<file path="config.mk">
export PLATFORM = sky130hd
export DESIGN_NAME = ifetch_unit
export DESIGN_NICKNAME = d
export VERILOG_FILES = /design/src/rtl/cpu_pkg.sv /design/src/rtl/if_id_reg.sv /design/src/rtl/ifetch_unit.sv
export SDC_FILE = /design/constraint.sdc
export NUM_CORES = 1
export LEC_CHECK = 0
export CAP_MARGIN = 0
export CORE_UTILIZATION = 53
export DETAILED_ROUTE_END_ITERATION = 8
export GPL_TIMING_DRIVEN = 0
export PLACE_DENSITY = 0.85
export SYNTH_ARGS = -nofsm -noshare
export SYNTH_HDL_FRONTEND = slang
export SYNTH_SLANG_ARGS = --single-unit
</file>
<file path="constraint.sdc">
create_clock -name clk_i -period 5.32 [get_ports clk_i]
set_input_delay 1.064 -clock clk_i [delete_from_list [all_inputs] [get_ports clk_i]]
set_output_delay 1.064 -clock clk_i [all_outputs]
set_load 0.05 [all_outputs]
</file>
<file path="src/rtl/cpu_pkg.sv">
// Shared CPU definitions: address width default, NOP encoding, fetch FSM states.
package cpu_pkg;

    localparam int unsigned ADDR_W_DEFAULT = 32;
    localparam logic [31:0] NOP_INSTR      = 32'h0000_0000;

    typedef enum logic [1:0] {
        StIdle,
        StReq,
        StHold,
        StDrop
    } fetch_state_e;

endpackage

</file>
<file path="src/rtl/if_id_reg.sv">
// IF/ID pipeline register: flush beats hold, hold beats load, otherwise bubble.
module if_id_reg #(
    parameter int unsigned ADDR_W = 32,
    parameter logic [31:0] NOP    = 32'h0000_0000
) (
    input  logic              clk_i,
    input  logic              rst_i,
    input  logic              flush_i,
    input  logic              hold_i,
    input  logic              load_i,
    input  logic [ADDR_W-1:0] pc_i,
    input  logic [31:0]       instr_i,
    output logic [ADDR_W-1:0] pc_o,
    output logic [31:0]       instr_o,
    output logic              valid_o
);

    logic [ADDR_W-1:0] pc_q;
    logic [31:0]       instr_q;
    logic              valid_q;

    // Pipeline register update with flush/hold/load/bubble priority.
    always_ff @(posedge clk_i or negedge rst_i) begin
        if (!rst_i) begin
            pc_q    <= '0;
            instr_q <= NOP;
            valid_q <= 1'b0;
        end else if (flush_i) begin
            pc_q    <= '0;
            instr_q <= NOP;
            valid_q <= 1'b0;
        end else if (hold_i) begin
            pc_q    <= pc_q;
            instr_q <= instr_q;
            valid_q <= valid_q;
        end else if (load_i) begin
            pc_q    <= pc_i;
            instr_q <= instr_i;
            valid_q <= 1'b1;
        end else begin
            pc_q    <= '0;
            instr_q <= NOP;
            valid_q <= 1'b0;
        end
    end

    assign pc_o    = pc_q;
    assign instr_o = instr_q;
    assign valid_o = valid_q;

endmodule

</file>
<file path="src/rtl/ifetch_unit.sv">
// Instruction fetch stage: req/ack fetch from instruction memory into IF/ID,
// with a one-entry skid buffer for decode stalls and squashing on branch flush.
module ifetch_unit
    import cpu_pkg::*;
#(
    parameter int unsigned ADDR_W = ADDR_W_DEFAULT,
    parameter logic [31:0] NOP    = NOP_INSTR
) (
    input  logic              clk_i,
    input  logic              rst_i,
    input  logic              start_i,
    input  logic [ADDR_W-1:0] pc_i,
    input  logic              flush_i,
    input  logic              id_stall_i,
    output logic              mem_req_o,
    output logic [ADDR_W-1:0] mem_addr_o,
    input  logic              mem_ack_i,
    input  logic [31:0]       mem_rdata_i,
    output logic              pc_stall_o,
    output logic [ADDR_W-1:0] if_id_pc_o,
    output logic [31:0]       if_id_instr_o,
    output logic              if_id_valid_o
);

    fetch_state_e      state_q, state_d;
    logic              mem_req_q;
    logic [ADDR_W-1:0] mem_addr_q;
    logic [ADDR_W-1:0] buf_pc_q;
    logic [31:0]       buf_instr_q;

    logic              issue;
    logic              accept;
    logic              buf_load;
    logic [ADDR_W-1:0] ld_pc;
    logic [31:0]       ld_instr;

    // State register.
    always_ff @(posedge clk_i or negedge rst_i) begin
        if (!rst_i) begin
            state_q <= StIdle;
        end else begin
            state_q <= state_d;
        end
    end

    // Next-state logic.
    always_comb begin
        state_d = state_q;
        unique case (state_q)
            StIdle: begin
                if (start_i && !flush_i) state_d = StReq;
            end
            StReq: begin
                if (mem_ack_i) begin
                    if (flush_i)         state_d = StIdle;
                    else if (id_stall_i) state_d = StHold;
                    else                 state_d = StIdle;
                end else if (flush_i) begin
                    state_d = StDrop;
                end
            end
            StHold: begin
                if (flush_i || !id_stall_i) state_d = StIdle;
            end
            StDrop: begin
                // Squashed fetch: wait out the ack, flushes here only redirect the PC.
                if (mem_ack_i) state_d = StIdle;
            end
            default: state_d = StIdle;
        endcase
    end

    // Output decode: issue, accept, buffer capture and IF/ID load source.
    always_comb begin
        issue    = (state_q == StIdle) && start_i && !flush_i;
        accept   = 1'b0;
        buf_load = 1'b0;
        ld_pc    = mem_addr_q;
        ld_instr = mem_rdata_i;
        unique case (state_q)
            StReq: begin
                accept   = mem_ack_i && !flush_i && !id_stall_i;
                buf_load = mem_ack_i && !flush_i && id_stall_i;
            end
            StHold: begin
                accept   = !id_stall_i && !flush_i;
                ld_pc    = buf_pc_q;
                ld_instr = buf_instr_q;
            end
            default: ;
        endcase
        pc_stall_o = !(accept || flush_i);
    end

    // Memory request/address registers and the skid buffer.
    always_ff @(posedge clk_i or negedge rst_i) begin
        if (!rst_i) begin
            mem_req_q   <= 1'b0;
            mem_addr_q  <= '0;
            buf_pc_q    <= '0;
            buf_instr_q <= '0;
        end else begin
            mem_req_q <= (state_d == StReq) || (state_d == StDrop);
            if (issue) begin
                mem_addr_q <= pc_i;
            end
            if (buf_load) begin
                buf_pc_q    <= mem_addr_q;
                buf_instr_q <= mem_rdata_i;
            end
        end
    end

    assign mem_req_o  = mem_req_q;
    assign mem_addr_o = mem_addr_q;

    if_id_reg #(
        .ADDR_W (ADDR_W),
        .NOP    (NOP)
    ) u_if_id_reg (
        .clk_i   (clk_i),
        .rst_i   (rst_i),
        .flush_i (flush_i),
        .hold_i  (id_stall_i),
        .load_i  (accept),
        .pc_i    (ld_pc),
        .instr_i (ld_instr),
        .pc_o    (if_id_pc_o),
        .instr_o (if_id_instr_o),
        .valid_o (if_id_valid_o)
    );

endmodule

</file>
# After elaboration in Yosys (flattened, before gate mapping)

Cells that the tools add are included.

Reduce and logical (&&, ||, !) cells: 14
Multiplexer cells: 21
Equal/unequal tests: 6

Operators with widths:

| cell               | number |
|---|---|
| $mux 32            | 8 |
| $mux 2             | 7 |
| $pmux 2 s4         | 1 |
| $logic_and 1x1->1  | 7 |
| $eq 2x2->1 const B | 3 |
| $eq 2x1->1 const B | 2 |
| $mux 1             | 4 |
| $logic_not 1->1    | 3 |
| $logic_or 1x1->1   | 3 |
| $logic_not 2->1    | 1 |
| $ne 2x2->1 const B | 1 |
| $pmux 1 s2         | 1 |

Register bits after elaboration: 164
Output and inout bits: 99

# Longest topological paths before layout

Word-level depth: 7
Gate-level depth with buffers: 8
Gate-level depth less buffers: 5

# Modules after synthesis

From an unflattened synthesis, not the netlist that was laid out.

Cell total of the unflattened synthesis: 454
Area total of the unflattened synthesis: 7049.3 µm²

Modules (own cells, without submodules):

| module      | area an instance (µm²) | cells each | times used | seq. area each (µm²) |
|---|---|---|---|---|
| ifetch_unit | 4578.1                 | 300        | 1          | 2452.4 |
| if_id_reg   | 2471.1                 | 154        | 1          | 1626.6 |

# Worst setup path after synthesis

No wires, ideal clock.

Path kind: register to output
Start point: register mem_req_o (netlist name)
End point: output pc_stall_o
Required time: 4.256 ns
Slack: 2.314 ns
Buffers on the path: 1
Stages on the path, launching flop included: 7
Arrival: 1.942 ns
Cells stage by stage: dfrtp_1 inv_1 ha_1 clkbuf_1 nor2_1 nor3b_1 nor2_1

RTL lines:

| element          | RTL line          | RTL |
|---|---|---|
| end: declaration | ifetch_unit.sv:19 | `output logic pc_stall_o,` |

# Worst setup path after layout

Start point: input mem_ack_i
End point: output pc_stall_o

Longest elaborated chain between the ends: 5

Ends and longest elaborated chain:

| element                        | RTL line          | RTL |
|---|---|---|
| start: declaration             | ifetch_unit.sv:17 | `input logic mem_ack_i,` |
| $logic_and 1x1->1 (2 in a row) | ifetch_unit.sv:82 | `accept = mem_ack_i && !flush_i && !id_stall_i;` |
| $pmux 1 s2                     | ifetch_unit.sv:80 | `unique case (state_q)` |
| $logic_or 1x1->1               | ifetch_unit.sv:92 | `pc_stall_o = !(accept \|\| flush_i);` |
| $logic_not 1->1                | ifetch_unit.sv:92 |  |

Every way passes these cells.

==> flow_metrics.env <==
export IMPL_syn_num_nets=585
export IMPL_worst_path_max_delay_cell="clkdlybuf4s50_1"
export IMPL_n_antenna_cell=0
export IMPL_r2r_start="mem_req_o$_DFF_PN0_"
export IMPL_synth_seq_cells=163
export IMPL_first_pass_iters=4
export IMPL_syn_area_per_cell_um2=13.5
export IMPL_port_buffers=168
export IMPL_gp_congestion=0.777
export IMPL_synth_cells_most_frequent="dfrtp_1 (163), mux2_2 (96), nand2_1 (67)"
export IMPL_drt_iter0_markers=186
export IMPL_grt_pass1_vias=4948
export IMPL_root_buffer="clkbuf_16"
export IMPL_post_cts_setup_buffers=0
export IMPL_clk_latency_ps=420
export IMPL_drt_wirelength_per_cell_um=17.5
export IMPL_fmax_mhz=259
export IMPL_timing_rr_end="u_if_id_reg.pc_o[25]$_DFFE_PN0P_"
export IMPL_hold_buffers=0
export IMPL_maxCapViolations=0
export IMPL_outcome="complete, no violations"
export IMPL_grt_antenna_before_repair=0
export IMPL_synth_area_um2=6920
export IMPL_cp_end_kind="primary output"
export IMPL_critPathKind="input pin to primary output"
export IMPL_cp_buffers_inverters=2
export IMPL_vias_per_cell=5.33
export IMPL_synth_top_area_share_pct=59.0
export IMPL_async_flop_share_pct=100
export IMPL_p_switching_uw=1990
export IMPL_tns_ps=0
export IMPL_critPathRequiredTime_ps=4260
export IMPL_synth_seq_area_share_pct=59.0
export IMPL_drv_slew=0
export IMPL_synth_edff_count=0
export IMPL_grt_overflow_total=0
export IMPL_arrival_ps=2800
export IMPL_core_um2=12700
export IMPL_startpoint="mem_ack_i"
export IMPL_initial_core_util_pct=54.6
export IMPL_ys_warnings_count=0
export IMPL_place_inst=852
export IMPL_cts_tree="built"
export IMPL_htreeDepth=4
export IMPL_crit_cells=5
export IMPL_cts_sinks=163
export IMPL_cts_reportedPaths_clkPinSlew_ps=60
export IMPL_hpwl_um=10900
export IMPL_die_w_um=116
export IMPL_critical_path_top_delay_family="buffers and inverters"
export IMPL_power_total_uw=5440
export IMPL_dpl_worst_slack_ps=1470
export IMPL_irDropWorstVdd_v=0.000385
export IMPL_synthToLayoutAreaGrowth_pct=37.5
export IMPL_hold_violations=0
export IMPL_drc=0
export IMPL_relSlewSlack_pct=50.4
export IMPL_num_rows=41
export IMPL_grt_start_max_net_pins=100
export IMPL_clock_skew_ps=5.79
export IMPL_hold_path_class="flop to flop"
export IMPL_combPwrFrac_pct=38.8
export IMPL_drive_above_1_share_pct=27.8
export IMPL_final_nets=773
export IMPL_postSynthCellCount=511
export IMPL_crit_end="pc_stall_o"
export IMPL_slowest_delay_ps=840
export IMPL_regToRegSetupSlack_ps=3290
export IMPL_p_leak_uw=0.00404
export IMPL_die_h_um=116
export IMPL_track_usage_pct=24.4
export IMPL_clock_power_share_pct=25.0
export IMPL_grt_pass1_wl_um=24600
export IMPL_dr_total_vias=4709
export IMPL_setup_ws_ps=1460
export IMPL_yosysMostFrequentCell="dfrtp_1"
export IMPL_finalCritPeriodShare_pct=72.6
export IMPL_ant_nets=0
export IMPL_rsz0062_at_grt="no"
export IMPL_setup_viol=0
export IMPL_synth_largest_area_cell="dfrtp_1"
export IMPL_p_int_uw=3450
export IMPL_startpoint_type="input pin"
export IMPL_routed_wl_um=15500
export IMPL_dieArea_um2=13500
export IMPL_cts_made_buffers=17
export IMPL_worstRegToRegCells=7
export IMPL_power_frac_seq_pct=36.2
export IMPL_synthDistinctLibCells=26
export IMPL_powerDensity_nw_per_um2=572
export IMPL_clockBufferDepth=2
export IMPL_post_cts_resized=0
export IMPL_ys_flop_type="dfrtp_1"
export IMPL_swShare_pct=36.6
export IMPL_critical_path_max_fanout=7
export IMPL_ios=169
export IMPL_min_period_ps=3860
export IMPL_worstMarginPinSlew_ps=744
export IMPL_synth_area_top_cells="dfrtp_1 (59%), mux2_2 (16%), mux2i_1 (9.3%)"
export IMPL_worstPathCellList="clkdlybuf4s50_1, nor2_1, nor3b_1, nor2_1, clkdlybuf4s50_1"
export IMPL_hold_ws_ps=480
export IMPL_final_cells=884
[area by class of cell]
class | instances | area, um2
multi-input cells | 311 | 2640
well taps | 172 | 215
fillers | 854 | 3150
clock buffers | 24 | 502
plain buffers | 32 | 184
flip-flops and latches | 163 | 4080
repair buffers | 169 | 1710
clock inverters | 8 | 170
inverters | 5 | 18.8
[routing by layer]
| metal | track usage, % | share of wire [%] | vias to the layer above | wire [um] |
|---|---|---|---|---|
| met3 | 6.59 | 5.3 | 38 | 820 |
| met2 | 41.8 | 51 | 137 | 7940 |
| met5 | 0 | 0 | - | 0 |
| met4 | 11.4 | 2.3 | 0 | 352 |
| met1 | 28.7 | 41 | 2356 | 6400 |
| li1 | - | - | 2178 | - |
[power by group through the flow]
stage / clock network, uW / registers [uW] / logic, uW
CTS: 1380 / 1970 / 2130
global route: 1430 / 2020 / 2230
global placement: 0 / 1950 / 2060
floorplan: 0 / 2570 / 825
detailed placement: 0 / 1980 / 2110
finish: 1360 / 1970 / 2110
[cells by family (layout without fill, tap and decap cells)]
group / after synthesis / in the layout / share of synthesized area (%)
compound gates: 71 / 71 / 7.97
buf+inv: 37 / 238 / 2.93
fa+ha+maj: 4 / 4 / 0.723
simple gates: 76 / 76 / 4.54
flops: 163 / 163 / 59.0
mux: 160 / 160 / 24.9
[cells in the final DEF (no fill, tap or decap), types with 2 or more instances in the layout]
cell	n
clkdlybuf4s50_1	167
dfrtp_1	163
mux2_2	96
nand2_1	67
mux2i_1	64
o21ai_2	46
clkbuf_16	17
buf_2	15
o21ai_0	15
clkbuf_1	13
buf_6	7
inv_1	5
bufinv_16	5
clkbuf_8	5
ha_1	4
nor2_1	3
o21ai_1	3
clkinvlp_4	2
[through the flow]
stage	util, %	area (um2)
after detailed placement	69.8	8840
final	75.1	9520
after floorplan	-	6920
after global routing	75.1	9520
after CTS	75.1	9520
after global placement	69.6	8820
[how the worst min path moves through the flow]
stage                                           startpoint                               end  slack (ps)  depth (start not counted)
after detailed placement  u_if_id_reg.pc_o[12]$_DFFE_PN0P_  u_if_id_reg.pc_o[12]$_DFFE_PN0P_         470                          2
after global placement     u_if_id_reg.valid_o$_DFFE_PN0P_   u_if_id_reg.valid_o$_DFFE_PN0P_         460                          2
after floorplan                 buf_instr_q[0]$_DFFE_PN0P_        buf_instr_q[0]$_DFFE_PN0P_         480                          1
after global routing      u_if_id_reg.pc_o[29]$_DFFE_PN0P_  u_if_id_reg.pc_o[29]$_DFFE_PN0P_         500                          2
after CTS                 u_if_id_reg.pc_o[12]$_DFFE_PN0P_  u_if_id_reg.pc_o[12]$_DFFE_PN0P_         480                          2
final                     u_if_id_reg.pc_o[12]$_DFFE_PN0P_  u_if_id_reg.pc_o[12]$_DFFE_PN0P_         480                          2
[tightest hold or removal path, stage by stage, from the launching register on]
cell and delay [ps]:
dfrtp_1 340, nand2_1 60, o21ai_2 50
[state kept, by name, summed over array words and instances, names as in the netlist]
signal / count
buf_instr_q: 32
mem_addr_o: 32
u_if_id_reg.valid_o: 1
mem_req_o: 1
u_if_id_reg.instr_o: 32
u_if_id_reg.pc_o: 32
buf_pc_q: 32
state_q: 1
No activity file was read; power rests on OpenSTA's default activity.
